==> config.mk <==
export PLATFORM = sky130hd
export DESIGN_NAME = keypad_scan_ctrl
export DESIGN_NICKNAME = d
export VERILOG_FILES = /design/src/rtl/keypad_scan_ctrl.sv
export SDC_FILE = /design/constraint.sdc
export NUM_CORES = 1
export LEC_CHECK = 0
export ABC_AREA = 1
export BUFFER_PORTS_ARGS = -buffer_cell sky130_fd_sc_hd__buf_2
export CAP_MARGIN = 20
export CORE_MARGIN = 2
export CORE_UTILIZATION = 53
export DETAILED_ROUTE_END_ITERATION = 6
export GPL_TIMING_DRIVEN = 0
export HOLD_SLACK_MARGIN = 0.05
export PLACE_DENSITY_LB_ADDON = 0.15
export REMOVE_ABC_BUFFERS = 1
export SYNTH_ARGS = -nofsm -noshare
export SYNTH_HDL_FRONTEND = slang
export SYNTH_SLANG_ARGS = --single-unit
==> constraint.sdc <==
create_clock -name clk -period 1.4 [get_ports clk]
set_input_delay 0.07 -clock clk [delete_from_list [all_inputs] [get_ports clk]]
set_output_delay 0.07 -clock clk [all_outputs]
set_load 0.01 [all_outputs]
==> src/rtl/keypad_scan_ctrl.sv <==
// 4x4 matrix keypad scanner: walks active-low columns on a divided tick,
// debounces press and release, and raises a level interrupt with overrun tracking.
module keypad_scan_ctrl #(
  parameter int unsigned TICK_DIV = 50000,
  parameter int unsigned DEBOUNCE = 4
) (
  input  logic       clk,
  input  logic       rst,
  input  logic [3:0] rows,
  output logic [3:0] cols,
  output logic [3:0] key_code,
  output logic       key_int,
  input  logic       int_ack,
  output logic       overrun
);

  localparam int unsigned TW = $clog2(TICK_DIV);
  localparam int unsigned DW = $clog2(DEBOUNCE + 1);

  typedef enum logic [1:0] {
    ST_SCAN,
    ST_DEBOUNCE,
    ST_HELD
  } state_t;

  state_t         r_state, w_state_nxt;
  logic [3:0]     r_sync1, r_sync2;
  logic [TW-1:0]  r_tick_cnt;
  logic [1:0]     r_col_idx, w_col_nxt;
  logic [1:0]     r_cand_row, w_cand_nxt;
  logic [DW-1:0]  r_deb_cnt, w_deb_nxt;
  logic [DW-1:0]  w_deb_inc;
  logic [3:0]     r_key_code;
  logic           r_key_int;
  logic           r_overrun;
  logic           w_tick;
  logic           w_all_high;
  logic [1:0]     w_low_row;
  logic           w_latch;
  logic           w_ack;

  assign w_tick     = (r_tick_cnt == TW'(TICK_DIV - 1));
  assign w_all_high = &r_sync2;
  assign w_deb_inc  = r_deb_cnt + 1'b1;
  assign w_ack      = int_ack & r_key_int;

  // Lowest-index low row wins when several rows are pulled low in one column.
  always_comb begin
    w_low_row = 2'd3;
    if (!r_sync2[0])      w_low_row = 2'd0;
    else if (!r_sync2[1]) w_low_row = 2'd1;
    else if (!r_sync2[2]) w_low_row = 2'd2;
  end

  always_comb begin
    w_state_nxt = r_state;
    w_col_nxt   = r_col_idx;
    w_cand_nxt  = r_cand_row;
    w_deb_nxt   = r_deb_cnt;
    w_latch     = 1'b0;
    if (w_tick) begin
      case (r_state)
        ST_SCAN: begin
          if (w_all_high) begin
            w_col_nxt = r_col_idx + 2'd1;
          end else begin
            w_cand_nxt  = w_low_row;
            w_deb_nxt   = '0;
            w_state_nxt = ST_DEBOUNCE;
          end
        end
        ST_DEBOUNCE: begin
          if (!r_sync2[r_cand_row]) begin
            if (w_deb_inc == DW'(DEBOUNCE)) begin
              w_latch     = 1'b1;
              w_deb_nxt   = '0;
              w_state_nxt = ST_HELD;
            end else begin
              w_deb_nxt = w_deb_inc;
            end
          end else begin
            w_col_nxt   = r_col_idx + 2'd1;
            w_state_nxt = ST_SCAN;
          end
        end
        ST_HELD: begin
          if (w_all_high) begin
            if (w_deb_inc == DW'(DEBOUNCE)) begin
              w_deb_nxt   = '0;
              w_col_nxt   = r_col_idx + 2'd1;
              w_state_nxt = ST_SCAN;
            end else begin
              w_deb_nxt = w_deb_inc;
            end
          end else begin
            w_deb_nxt = '0;
          end
        end
        default: w_state_nxt = ST_SCAN;
      endcase
    end
  end

  always_ff @(posedge clk) begin
    if (rst) begin
      r_sync1    <= '1;
      r_sync2    <= '1;
      r_tick_cnt <= '0;
      r_state    <= ST_SCAN;
      r_col_idx  <= '0;
      r_cand_row <= '0;
      r_deb_cnt  <= '0;
      r_key_code <= '0;
      r_key_int  <= 1'b0;
      r_overrun  <= 1'b0;
    end else begin
      r_sync1    <= rows;
      r_sync2    <= r_sync1;
      r_tick_cnt <= w_tick ? '0 : r_tick_cnt + 1'b1;
      r_state    <= w_state_nxt;
      r_col_idx  <= w_col_nxt;
      r_cand_row <= w_cand_nxt;
      r_deb_cnt  <= w_deb_nxt;
      // A latch coinciding with an acknowledge keeps the interrupt but clears overrun.
      if (w_latch) begin
        r_key_code <= {r_cand_row, r_col_idx};
        r_key_int  <= 1'b1;
        r_overrun  <= ~w_ack & (r_overrun | r_key_int);
      end else if (w_ack) begin
        r_key_int  <= 1'b0;
        r_overrun  <= 1'b0;
      end
    end
  end

  assign cols     = ~(4'b0001 << r_col_idx);
  assign key_code = r_key_code;
  assign key_int  = r_key_int;
  assign overrun  = r_overrun;

endmodule

[Word level (Yosys, flattened, before mapping)]
Index checks and enable logic that the tools add are counted.
Storage, ports and cells
  bits in registers: 39
  word-level logic and storage cells: 69
  input port bits: 7
Operators by class
  muxes and demuxes: 28
  reduce and logical (&&, ||, !) cells: 9
  equal/unequal tests: 11
  $add $sub $neg: 3
  bitwise gates (word level): 6
  shifts and indexed selects: 1
  $lt $le $gt $ge: 1
Operators by type and width (number)
  2-bit 2-to-1 mux: 11
  16-bit by 1-bit adder with 16-bit output, second input constant: 1
  16-bit equality test, second input constant: 1
  3-bit 2-to-1 mux: 4
  2-bit inequality test, second input constant: 6
  2-bit one-hot mux with 3 select lines: 2
  1-bit 2-to-1 mux: 9
  3-bit one-hot mux with 3 select lines: 1
  4-bit AND reduction: 2
  6-bit AND reduction: 1
  5-bit AND reduction: 1
  4-bit NOT: 1
  1-bit by 2-bit left shift with 4-bit output, first input constant: 1
  3-bit by 1-bit adder with 3-bit output, second input constant: 1
  3-bit equality test, second input constant: 1
  2-bit by 3-bit less-than comparator with 1-bit output, second input constant: 1
  3-bit inequality test, second input constant: 1
  3-bit AND reduction: 1
  3-bit nonzero test: 1
  2-bit by 1-bit adder with 2-bit output, second input constant: 1
  1-bit AND: 2
  1-bit binary-select mux with 2-bit select: 1
  2-bit by 1-bit equality test with 1-bit output, second input constant: 1
  2-bit equality test, second input constant: 1
  5 further kinds: 6

[Longest topological paths before layout]
  word-level depth: 7
  gate-level depth with buffers: 11

[Worst setup path before layout]
No wires, ideal clock.
  kind: register -> register
  from: register r_deb_cnt[0]
  to: register r_col_idx[1]
  library setup time: 0.113 ns
  arrival: 1.238 ns
  clock period less this slack: 1.351 ns
  setup slack: 0.049 ns
  stages on the path, launching flop included: 11
  cells stage by stage: dfxtp_1 -> ha_1 -> inv_1 -> nand2_1 -> nand3_2 -> nand2_1 -> nand2_1 -> nor2_1 -> nand2_1 -> nor2_1 -> nor2_1
On the way
  cells in the longest elaborated chain, start to end: 4
RTL lines
  start, declared: RTL line 31  | logic [DW-1:0] r_deb_cnt, w_deb_nxt;
  start signal, assigned: RTL line 123  | r_deb_cnt <= w_deb_nxt;
  3-bit by 1-bit adder with 3-bit output: RTL line 44  | assign w_deb_inc = r_deb_cnt + 1'b1;
  3-bit equality test: RTL line 88  | if (w_deb_inc == DW'(DEBOUNCE)) begin
  2-bit inequality test (no line)
  6-bit AND reduction (no line)
  end signal, assigned: RTL line 121  | r_col_idx <= w_col_nxt;
  end, declared: RTL line 29  | logic [1:0] r_col_idx, w_col_nxt;
No other way between the ends.
A chain may end at the register's enable or synchronous reset.

[Final worst setup path]
  from: register r_tick_cnt[0]
  to: register r_deb_cnt[0]
On the way
  cells in the longest elaborated chain, start to end: 2
RTL lines
  start, declared: RTL line 28  | logic [TW-1:0] r_tick_cnt;
  start signal, assigned: RTL line 119  | r_tick_cnt <= w_tick ? '0 : r_tick_cnt + 1'b1;
  16-bit equality test: RTL line 42  | assign w_tick = (r_tick_cnt == TW'(TICK_DIV - 1));
  4-bit AND reduction (no line)
No other way between the ends.

==> flow_summary.ini <==
[outcome]
status = finished with violations
violations = setup timing

[setup_path]
worstSetupStartpointType = flop
crit_arrival_ps = 1670
critPathRequiredTime_ps = 1590
r2r_cells = 8
worstPathCellList = ha_4, nand3_4, nor2_4, nand4_1, nor2_4, nand2_1, nand2_1, nor2_1
worstSetupEndpointType = flop
cp_slowest_stage_delay_ps = 360
cp_max_fo = 5
worst_path_max_delay_cell = dfxtp_2
rrSetupSlack_ps = -80
r2r_end = r_deb_cnt[0]
reg2reg_from = r_tick_cnt[0]
path_class = reg -> reg

[cts]
root_buffer = clkbuf_8
cts-buffers-inserted = 5
clockBufferDepth = 2
cts_tree = done
htree_levels = 2
path_clk_slew_ps = 80
clock_latency_ps = 290
numClockSinks = 39

[place]
dp_hpwl_mm = 2.80
globalplace.congestion = 0.830
dp_cells = 354
place_area_um2 = 2220
port_buffers = 16
place_ws_ps = -202

[yosys]
ys_seq_area_share_pct = 37.0
syn_inst = 294
synth_ff_type = dfxtp_1
synth-edff-count = 0
avgSynthCellArea_um2 = 7.17
netlist-cell-type-count = 30
ys_ff_latch = 39
yosys_warnings = 0
syn_area_um2 = 2110
async_reset_ff_share_pct = 0

[drt]
vias = 1891
route.detailed.drc = 0
ant_nets = 0
wire_per_inst_um = 11.4
wirelength_mm = 4.31
viasPerCell = 4.99
first_pass_iters = 4
drt_iter0_markers = 69

[sta]
finClkSkew_ps = 8.33
holdWs_ps = 57.7
hold_viol = 0
period_needed_ps = 1480
slew_headroom_pct = 61.8
fin_crit_sh_pct = 106
setup_viol = 16
fmax_mhz = 677
tightest_slew_ps = 572
drv_slew = 0
setup_slack_ps = -77.1
rsz0062_at_grt = true

[pwr]
power_frac_comb_pct = 7.2
p_seq_share_pct = 56.1
p_sw_mw = 0.481
swShare_pct = 23.7
p_per_area_nw_per_um2 = 753
p_leak_nw = 1.12
worst_ir_drop_vdd_uv = 662
power_mw = 2.02
power_frac_clock_pct = 36.6
p_int_mw = 1.54

[die]
io_pins = 17
die_y_um = 67.1
die_x_um = 67.1
die-area_um2 = 4500
start_util_pct = 56.3
fp-row-count = 22
core_region_area_um2 = 3740

[hold_path]
holdPathEnd = r_cand_row[0]
min_path_type = in -> reg
whs_path_depth = 2
min-delay-start = rst

[grt]
grt_max_degree = 15
grt_pass1_wl_mm = 7.00
antenna_found_initial = 0
grt.total_usage_pct = 20.7
grt_pass1_vias = 1644
overflow = 0

[cells_and_area]
fin_nets = 348
fin_cells = 379
fin_area_um2 = 2690
drive_gt1_share_pct = 35.0
synthToLayoutAreaGrowth_pct = 27.5
fillers = 315
antennaDiodeCount = 0

[job]
maxCapViolCount = 0
[power groups by stage]
| stage | registers [mW] | clock network (mW) | logic (mW) |
|---|---|---|---|
| after floorplan | 1.16 | 0 | 0.0616 |
| after global placement | 1.16 | 0 | 0.0839 |
| after detailed placement | 1.16 | 0 | 0.0865 |
| after CTS | 1.14 | 0.752 | 0.120 |
| after global routing | 1.14 | 0.809 | 0.160 |
| final | 1.14 | 0.741 | 0.146 |
[cells in the final DEF (no fill, tap or decap), types with 3 or more instances in the layout]
cell           netlist  routed
dfxtp_2              0       7
inv_1               34      29
inv_2                6      10
ha_1                11       6
a21oi_1             11       7
nand3_2              5       6
ha_2                 0       3
a21oi_2              0       4
nor2_2               5       8
nor2_1              43      33
or2_2                8       8
buf_4                2       9
nand2_2              6       6
nand3_4              1       3
clkbuf_8             0       5
o21ai_0              6       4
buf_2                1      16
nand3_1             19      16
nand2_1             68      65
nor2_4               5      12
dfxtp_1             39      30
nand4_1              6       6
nand2_4              1       3
dlygate4sd3_1        0       6
[cell type report]
cell class | count | area (µm²) | share of cell area [%]
flip-flops and latches | 39 | 797 | 29.7
repair buffers | 33 | 253 | 9.40
clock inverters | 1 | 5.00 | 0.186
multi-input cells | 210 | 1340 | 49.9
clock buffers | 7 | 76.3 | 2.84
inverters | 41 | 156 | 5.82
well taps | 48 | 60.1 | 2.23
[stage by stage]
step | utilization, % | setup TNS [ps]
3_5_place_dp | 59.4 | -2350
6_report | 71.8 | -467
4_1_cts | 66.7 | -382
3_3_place_gp | 59.4 | -2100
5_1_grt | 71.8 | -2880
2_1_floorplan | - | 0
[routing by layer]
layer	vias up	global-route usage [%]	part of all wire (%)
met3	6	5.07	3.6
met2	40	33.4	48
met4	0	6.89	1.4
li1	996	-	-
met1	849	26.7	47
met5	-	0	0
[cells by family (layout without fill, tap and decap cells)]
family / Yosys count / count (layout) / synth area share [%]
compound gates: 22 / 22 / 5.58
buf+inv: 45 / 82 / 8.43
xor+xnor: 3 / 3 / 1.25
flops: 39 / 39 / 37.0
fa+ha+maj: 11 / 11 / 6.53
simple gates: 174 / 174 / 41.2
[worst max path at each step]
stage | from | to | slack (ps) | cells past startpoint
2_1_floorplan | r_tick_cnt[0] | r_tick_cnt[10] | 10 | 8
3_3_place_gp | r_tick_cnt[0] | r_tick_cnt[10] | -210 | 8
3_5_place_dp | r_tick_cnt[0] | r_tick_cnt[10] | -200 | 8
4_1_cts | r_tick_cnt[1] | r_deb_cnt[2] | -90 | 8
5_1_grt | r_tick_cnt[0] | r_deb_cnt[0] | -180 | 8
6_report | r_tick_cnt[0] | r_deb_cnt[0] | -80 | 8
[worst max-delay path: cells and delay by family (launching register included)]
kind	cells	cell delay, ps
adders and majority gates	1	160
DFF	1	360
and+or+nand+nor	7	840
[flip-flops by register name, indices dropped and copies added (netlist names)]
name,cells
r_tick_cnt,16
key_code,4
r_sync1,4
r_sync2,4
r_deb_cnt,3
r_cand_row,2
r_col_idx,2
r_state,2
key_int,1
overrun,1
[cell usage after synthesis, types with 2 or more instances]
master	instances	area (µm²)
a21oi_1	11	55.1
nor3_1	2	10.0
nand2_1	68	255
buf_4	2	15.0
nor3b_1	2	15.0
ha_1	11	138
inv_1	34	128
nand4_1	6	37.5
inv_2	6	22.5
xor2_1	2	17.5
nor2_1	43	161
o21ai_1	2	10.0
nor2_4	5	56.3
or2_2	8	50.1
o21a_1	2	15.0
o21ai_0	6	30.0
dfxtp_1	39	781
nor2_2	5	31.3
nand2_2	6	37.5
nand3_2	5	50.1
nand3_1	19	95.1
nor3_4	2	32.5
[timing repair]
action | 4_1_cts | 5_1_grt
gates resized for setup | 23 | 41
cloned | 0 | 1
endpoints found under the setup margin | 31 | 31
setup buffers | 4 | 6
hold buffers | 6 | 0
hold endpoints to repair | 6 | 0
pin swaps | 10 | 22
No activity file was read; power rests on OpenSTA's default activity.
